$ cat config.mk
export PLATFORM = sky130hd
export DESIGN_NAME = ifu_prefetch
export DESIGN_NICKNAME = d
export VERILOG_FILES = /design/src/rtl/ifu_prefetch.sv
export SDC_FILE = /design/constraint.sdc
export NUM_CORES = 1
export LEC_CHECK = 0
export CAP_MARGIN = 20
export CORE_MARGIN = 1
export CORE_UTILIZATION = 35
export DETAILED_ROUTE_END_ITERATION = 8
export DONT_BUFFER_PORTS = 1
export PLACE_DENSITY = 0.5
export SYNTH_ARGS = -nofsm -noshare
export SYNTH_HDL_FRONTEND = slang
export SYNTH_SLANG_ARGS = --single-unit
$ cat constraint.sdc
create_clock -name clk -period 4.9 [get_ports clk]
set_input_delay 1.225 -clock clk [delete_from_list [all_inputs] [get_ports clk]]
set_output_delay 1.225 -clock clk [all_outputs]
set_load 0.005 [all_outputs]
$ cat src/rtl/ifu_prefetch.sv
// ifu_prefetch: instruction prefetch unit with a credit-limited fetch buffer.
//
// Issues sequential fetch requests starting at RESET_PC. Responses return in
// request order and are written into a DEPTH-entry FIFO together with their
// PC. A redirect restarts the stream at redirect_pc. Responses still in flight
// at the time of a redirect are counted and dropped when they arrive.
//
// Ports
//   clk            rising-edge clock
//   rst            asynchronous, active-low reset
//   redirect_valid restart the fetch stream (highest priority)
//   redirect_pc    restart address
//   req_valid      fetch request to memory
//   req_ready      memory accepts the request
//   req_addr       fetch address
//   rsp_valid      in-order response strobe (no backpressure)
//   rsp_data       fetched instruction
//   out_valid      buffer head valid
//   out_ready      consumer accepts the head
//   out_pc         PC of the head instruction
//   out_instr      head instruction
module ifu_prefetch #(
  parameter int                PC_DW    = 32,
  parameter int                INST_DW  = 32,
  parameter int                DEPTH    = 4,
  parameter logic [PC_DW-1:0]  RESET_PC = 'h8000_0000
) (
  input  logic               clk,
  input  logic               rst,
  input  logic               redirect_valid,
  input  logic [PC_DW-1:0]   redirect_pc,
  output logic               req_valid,
  input  logic               req_ready,
  output logic [PC_DW-1:0]   req_addr,
  input  logic               rsp_valid,
  input  logic [INST_DW-1:0] rsp_data,
  output logic               out_valid,
  input  logic               out_ready,
  output logic [PC_DW-1:0]   out_pc,
  output logic [INST_DW-1:0] out_instr
);

  localparam int                 CNT_W   = $clog2(DEPTH + 1);
  localparam int                 PTR_W   = $clog2(DEPTH);
  localparam logic [PC_DW-1:0]   PC_STEP = PC_DW'(INST_DW / 8);
  localparam logic [CNT_W:0]     DEPTH_C = (CNT_W + 1)'(DEPTH);

  function automatic logic [PC_DW-1:0] pc_inc(input logic [PC_DW-1:0] pc);
    return pc + PC_STEP;
  endfunction

  // Control state
  logic [PC_DW-1:0] fetch_pc, fetch_pc_nxt;
  logic [PC_DW-1:0] rsp_pc, rsp_pc_nxt;
  logic [CNT_W-1:0] count, count_nxt;
  logic [CNT_W-1:0] outstanding, outstanding_nxt;
  logic [CNT_W-1:0] discard, discard_nxt;
  logic [PTR_W-1:0] wr_ptr, wr_ptr_nxt;
  logic [PTR_W-1:0] rd_ptr, rd_ptr_nxt;

  // Buffer storage (data only, never reset)
  logic [PC_DW-1:0]   pc_mem    [DEPTH];
  logic [INST_DW-1:0] instr_mem [DEPTH];

  logic [CNT_W:0] credit_used;
  logic           req_fire;
  logic           rsp_take;
  logic           pop;

  // Buffered entries plus in-flight requests (stale ones included) consume
  // credit, which is what guarantees the FIFO can never overflow.
  assign credit_used = {1'b0, count} + {1'b0, outstanding};
  // Gating with rst keeps req_valid low while reset is held, independent of
  // the clock.
  assign req_valid   = rst & ~redirect_valid & (credit_used < DEPTH_C);
  assign req_addr    = fetch_pc;
  assign req_fire    = req_valid & req_ready;

  assign out_valid   = (count != '0);
  assign out_pc      = pc_mem[rd_ptr];
  assign out_instr   = instr_mem[rd_ptr];

  // A redirect flushes the buffer, so neither a response write nor a pop
  // may take effect in that cycle.
  assign rsp_take    = rsp_valid & ~redirect_valid & (discard == '0);
  assign pop         = out_valid & out_ready & ~redirect_valid;

  always_comb begin
    fetch_pc_nxt    = fetch_pc;
    rsp_pc_nxt      = rsp_pc;
    count_nxt       = count;
    outstanding_nxt = outstanding;
    discard_nxt     = discard;
    wr_ptr_nxt      = wr_ptr;
    rd_ptr_nxt      = rd_ptr;

    // req_fire is already suppressed during a redirect.
    if (req_fire && !rsp_valid) begin
      outstanding_nxt = outstanding + 1'b1;
    end else if (!req_fire && rsp_valid) begin
      outstanding_nxt = outstanding - 1'b1;
    end

    if (redirect_valid) begin
      fetch_pc_nxt = redirect_pc;
      rsp_pc_nxt   = redirect_pc;
      count_nxt    = '0;
      wr_ptr_nxt   = '0;
      rd_ptr_nxt   = '0;
      // Every request still in flight after this edge is stale. Recomputing
      // from outstanding (rather than adding to discard) avoids counting
      // responses already marked stale by an earlier redirect twice.
      discard_nxt  = rsp_valid ? outstanding - 1'b1 : outstanding;
    end else begin
      if (req_fire) begin
        fetch_pc_nxt = pc_inc(fetch_pc);
      end
      if (rsp_valid && (discard != '0)) begin
        discard_nxt = discard - 1'b1;
      end
      if (rsp_take) begin
        rsp_pc_nxt = pc_inc(rsp_pc);
        wr_ptr_nxt = wr_ptr + 1'b1;
      end
      if (pop) begin
        rd_ptr_nxt = rd_ptr + 1'b1;
      end
      if (rsp_take && !pop) begin
        count_nxt = count + 1'b1;
      end else if (!rsp_take && pop) begin
        count_nxt = count - 1'b1;
      end
    end
  end

  always_ff @(posedge clk or negedge rst) begin
    if (!rst) begin
      fetch_pc    <= RESET_PC;
      rsp_pc      <= RESET_PC;
      count       <= '0;
      outstanding <= '0;
      discard     <= '0;
      wr_ptr      <= '0;
      rd_ptr      <= '0;
    end else begin
      fetch_pc    <= fetch_pc_nxt;
      rsp_pc      <= rsp_pc_nxt;
      count       <= count_nxt;
      outstanding <= outstanding_nxt;
      discard     <= discard_nxt;
      wr_ptr      <= wr_ptr_nxt;
      rd_ptr      <= rd_ptr_nxt;
    end
  end

  // Response capture: registered, so data appears on out_* one cycle later.
  always_ff @(posedge clk) begin
    if (rsp_take) begin
      pc_mem[wr_ptr]    <= rsp_pc;
      instr_mem[wr_ptr] <= rsp_data;
    end
  end

endmodule

==> run summary <==
CTS tree = done
Clock root cell = clkbuf_16
Slew Limit Fails = 0
Switching share of power = 24.9%
Clk_lat worst skew = 0.54 ns
Final setup fails = 0
Port bufs = 0
P_int = 5.44 mW
EDFF count, synth = 256
Seq cells post-synth = 333
First-pass GRT wire length = 47500 um
Layout Skew = 0.0129 ns
Tot GR Track Use = 16.5%
Worst r2r path cells = 7
Top cells by count, synth = 256 x edfxtp_1, 75 x dfrtp_1, 64 x mux4_2, 61 x nand2_1, 35 x o21ai_0
Type of the most critical hold path = primary input to async pin
Clock power frac = 40.3%
Vias in the first global route = 7287
Maximum vdd drop = 0.000357 V
Final instance area = 0.0155 mm2
Detail Route Antenna Nets = 0
Combinational fraction of design power = 11.8%
Max Clk Rate = 271 MHz
DRT iter0 DRCs = 357
Ratio of cells with drive above 1 in the final layout = 18.5%
Clock-pin slew on the worst setup and hold paths = 0.06 ns
Worst EP arrival = 2.47 ns
Reg-to-reg critical path startpoint = count[2]$_DFFE_PN0P_
Synth Area per Inst = 16.8 um2
Reg2reg end = req_addr[12]$_DFFE_PN0P_
# DRC = 0
Die X = 199 um
Post-synth top area cell = edfxtp_1
Standard-cell row count = 71
Synth top area share = 56.6%
Core area = 0.0379 mm2
Die Span Y = 199 um
Largest net degree at the start of global routing = 79
P&R area growth vs syn = 14.4%
Setup total negative slack = 0 ns
Path type of the worst setup path = register to output port
Syn_nets = 892
Resized cells post-CTS = 0
Hold slack = 0.384 ns
Ports = 168
Clock Path Buffers = 3
Asr flop ratio synth = 23.1%
Slew at the pin closest to its max-slew limit = 0.879 ns
Post-synthesis sequential area ratio = 70.8%
Main synth FF type = edfxtp_1
Sw power = 1.81 mW
P per Cell Area = 466 mW/mm2
Synth Warn # = 0
P_leak = 5.08 nW
Total gr overflow = 0
Fin crit share = 75.4%
Final Hold Vio Count = 0
Num Clock Sinks = 333
Status = finished clean
Cell Area, Synth = 0.0136 mm2
Top cells by area, synth = edfxtp_1 57%, dfrtp_1 14%, mux4_2 11%
WP data required = 3.67 ns
Flop pwr share = 47.9%
Peak fanout along the critical path = 30
Fillers = 3440
Htree depth = 2
DIE AREA = 0.0396 mm2
R2r setup slk = 1.77 ns
Number of CTS-inserted buffers = 38
Worst Setup Start Kind = register
Synth cell types = 51
Vias = 7053
RSZ-0062 raised after global routing = false
Post-layout min period = 3.69 ns
Final RePlAce weighted congestion = 0.785
Initial antenna violation count = 1
Slew Limit Headroom = 41.2%
Postcts setup bufs = 0
Post-DP HPWL = 20100 um
Routed WL = 31400 um
Placed instance area = 0.0142 mm2
WL per Instance = 23.0 um
Mapped Cells = 808
First-pass iteration count of the detailed router = 5
Kind of end point of the critical path = output port
Vias per cell = 5.16
Max_cap viols = 0
Top-count cell post-synth = edfxtp_1
Initial Util = 35.8%
Nets@finish = 910
Number of hold buffers added after cts = 0
[state kept, by name, summed over array words and instances, names as in the netlist]
signal       count
rsp_pc          32
pc_mem         128
outstanding      3
instr_mem      128
discard          3
rd_ptr           2
count            3
req_addr        32
wr_ptr           2
[routing by layer]
| metal | part of all wire, % | GRT usage, % | vias up |
|---|---|---|---|
| li1 | - | - | 3197 |
| met2 | 47 | 25.5 | 198 |
| met5 | 0 | 0 | - |
| met4 | 2.0 | 5.27 | 0 |
| met1 | 44 | 21.8 | 3612 |
| met3 | 7.7 | 5.34 | 46 |
[cell usage in the layout (no fill, tap or decap), types with 6 or more instances in the layout]
| master | instances |
|---|---|
| xor2_1 | 15 |
| xnor2_1 | 30 |
| a21oi_1 | 9 |
| nor4_1 | 8 |
| clkinv_2 | 7 |
| and3_1 | 6 |
| nand3_1 | 29 |
| nand4_1 | 17 |
| clkbuf_16 | 41 |
| o21ai_0 | 35 |
| or3_1 | 9 |
| dfrtp_1 | 73 |
| ha_1 | 13 |
| mux2_2 | 7 |
| mux4_2 | 64 |
| clkinv_1 | 8 |
| nand2_1 | 61 |
| o211ai_1 | 16 |
| edfxtp_1 | 256 |
| nor2_1 | 21 |
| inv_1 | 24 |
| nor3_1 | 20 |
| buf_4 | 9 |
[power groups by stage]
stage          logic (mW)  clock network, mW  registers [mW]
3_5_place_dp        0.879                  0            3.53
6_report            0.855               2.92            3.47
5_1_grt             0.954               3.12            3.51
3_3_place_gp        0.870                  0            3.53
2_1_floorplan       0.736                  0            3.39
4_1_cts             0.883               3.01            3.48
[worst max-delay path, stage by stage (launching register included)]
cell and delay (ns):
dfrtp_4 0.91, buf_4 0.39, mux4_2 0.61
[area by class of cell]
| cell class | instances | area [um2] | share of cell area [%] |
|---|---|---|---|
| clock inverter | 23 | 239 | 1.54 |
| tap | 511 | 639 | 4.12 |
| inverter | 25 | 101 | 0.652 |
| sequential | 333 | 9620 | 62.0 |
| clock buffer | 46 | 1050 | 6.79 |
| timing repair buffer | 14 | 168 | 1.08 |
| antenna | 1 | 2.50 | 0.0161 |
| multi-input combinational | 414 | 3710 | 23.9 |
[cells by family (layout without fill, tap and decap cells)]
family | count (synthesis) | in the layout | synth area share [%]
adders and majority gates | 14 | 14 | 1.35
xor gates and xnor gates | 45 | 45 | 2.90
buffers and inverters | 61 | 108 | 2.01
AOI/OAI and AO/OA | 85 | 85 | 3.95
other | 0 | 1 | 0
and+or+nand+nor | 197 | 197 | 7.57
muxes | 73 | 73 | 11.4
DFF | 333 | 333 | 70.8
[through the flow]
step                power, mW  cells  util [%]  setup slack [ns]
floorplan                4.13    808         -             0.829
global placement         4.40   1297      37.5              1.32
detailed placement       4.41   1297      37.5              1.30
CTS                      7.38   1366      40.9              1.10
global route             7.58   1367      41.0              1.04
finish                   7.25   1367      41.0              1.21
[worst max path at each step]
| stage | from | to | cells past startpoint |
|---|---|---|---|
| detailed placement | rst | outstanding[2]$_DFFE_PN0P_ | 7 |
| global route | rd_ptr[0]$_DFFE_PN0P_ | out_pc[15] | 2 |
| floorplan | rsp_valid | instr_mem[0][0]$_DFFE_PP_ | 4 |
| finish | rd_ptr[0]$_DFFE_PN0P_ | out_pc[15] | 2 |
| CTS | rd_ptr[0]$_DFFE_PN0P_ | out_pc[16] | 2 |
| global placement | rst | outstanding[2]$_DFFE_PN0P_ | 7 |
Power figures use the tool's default switching activity.
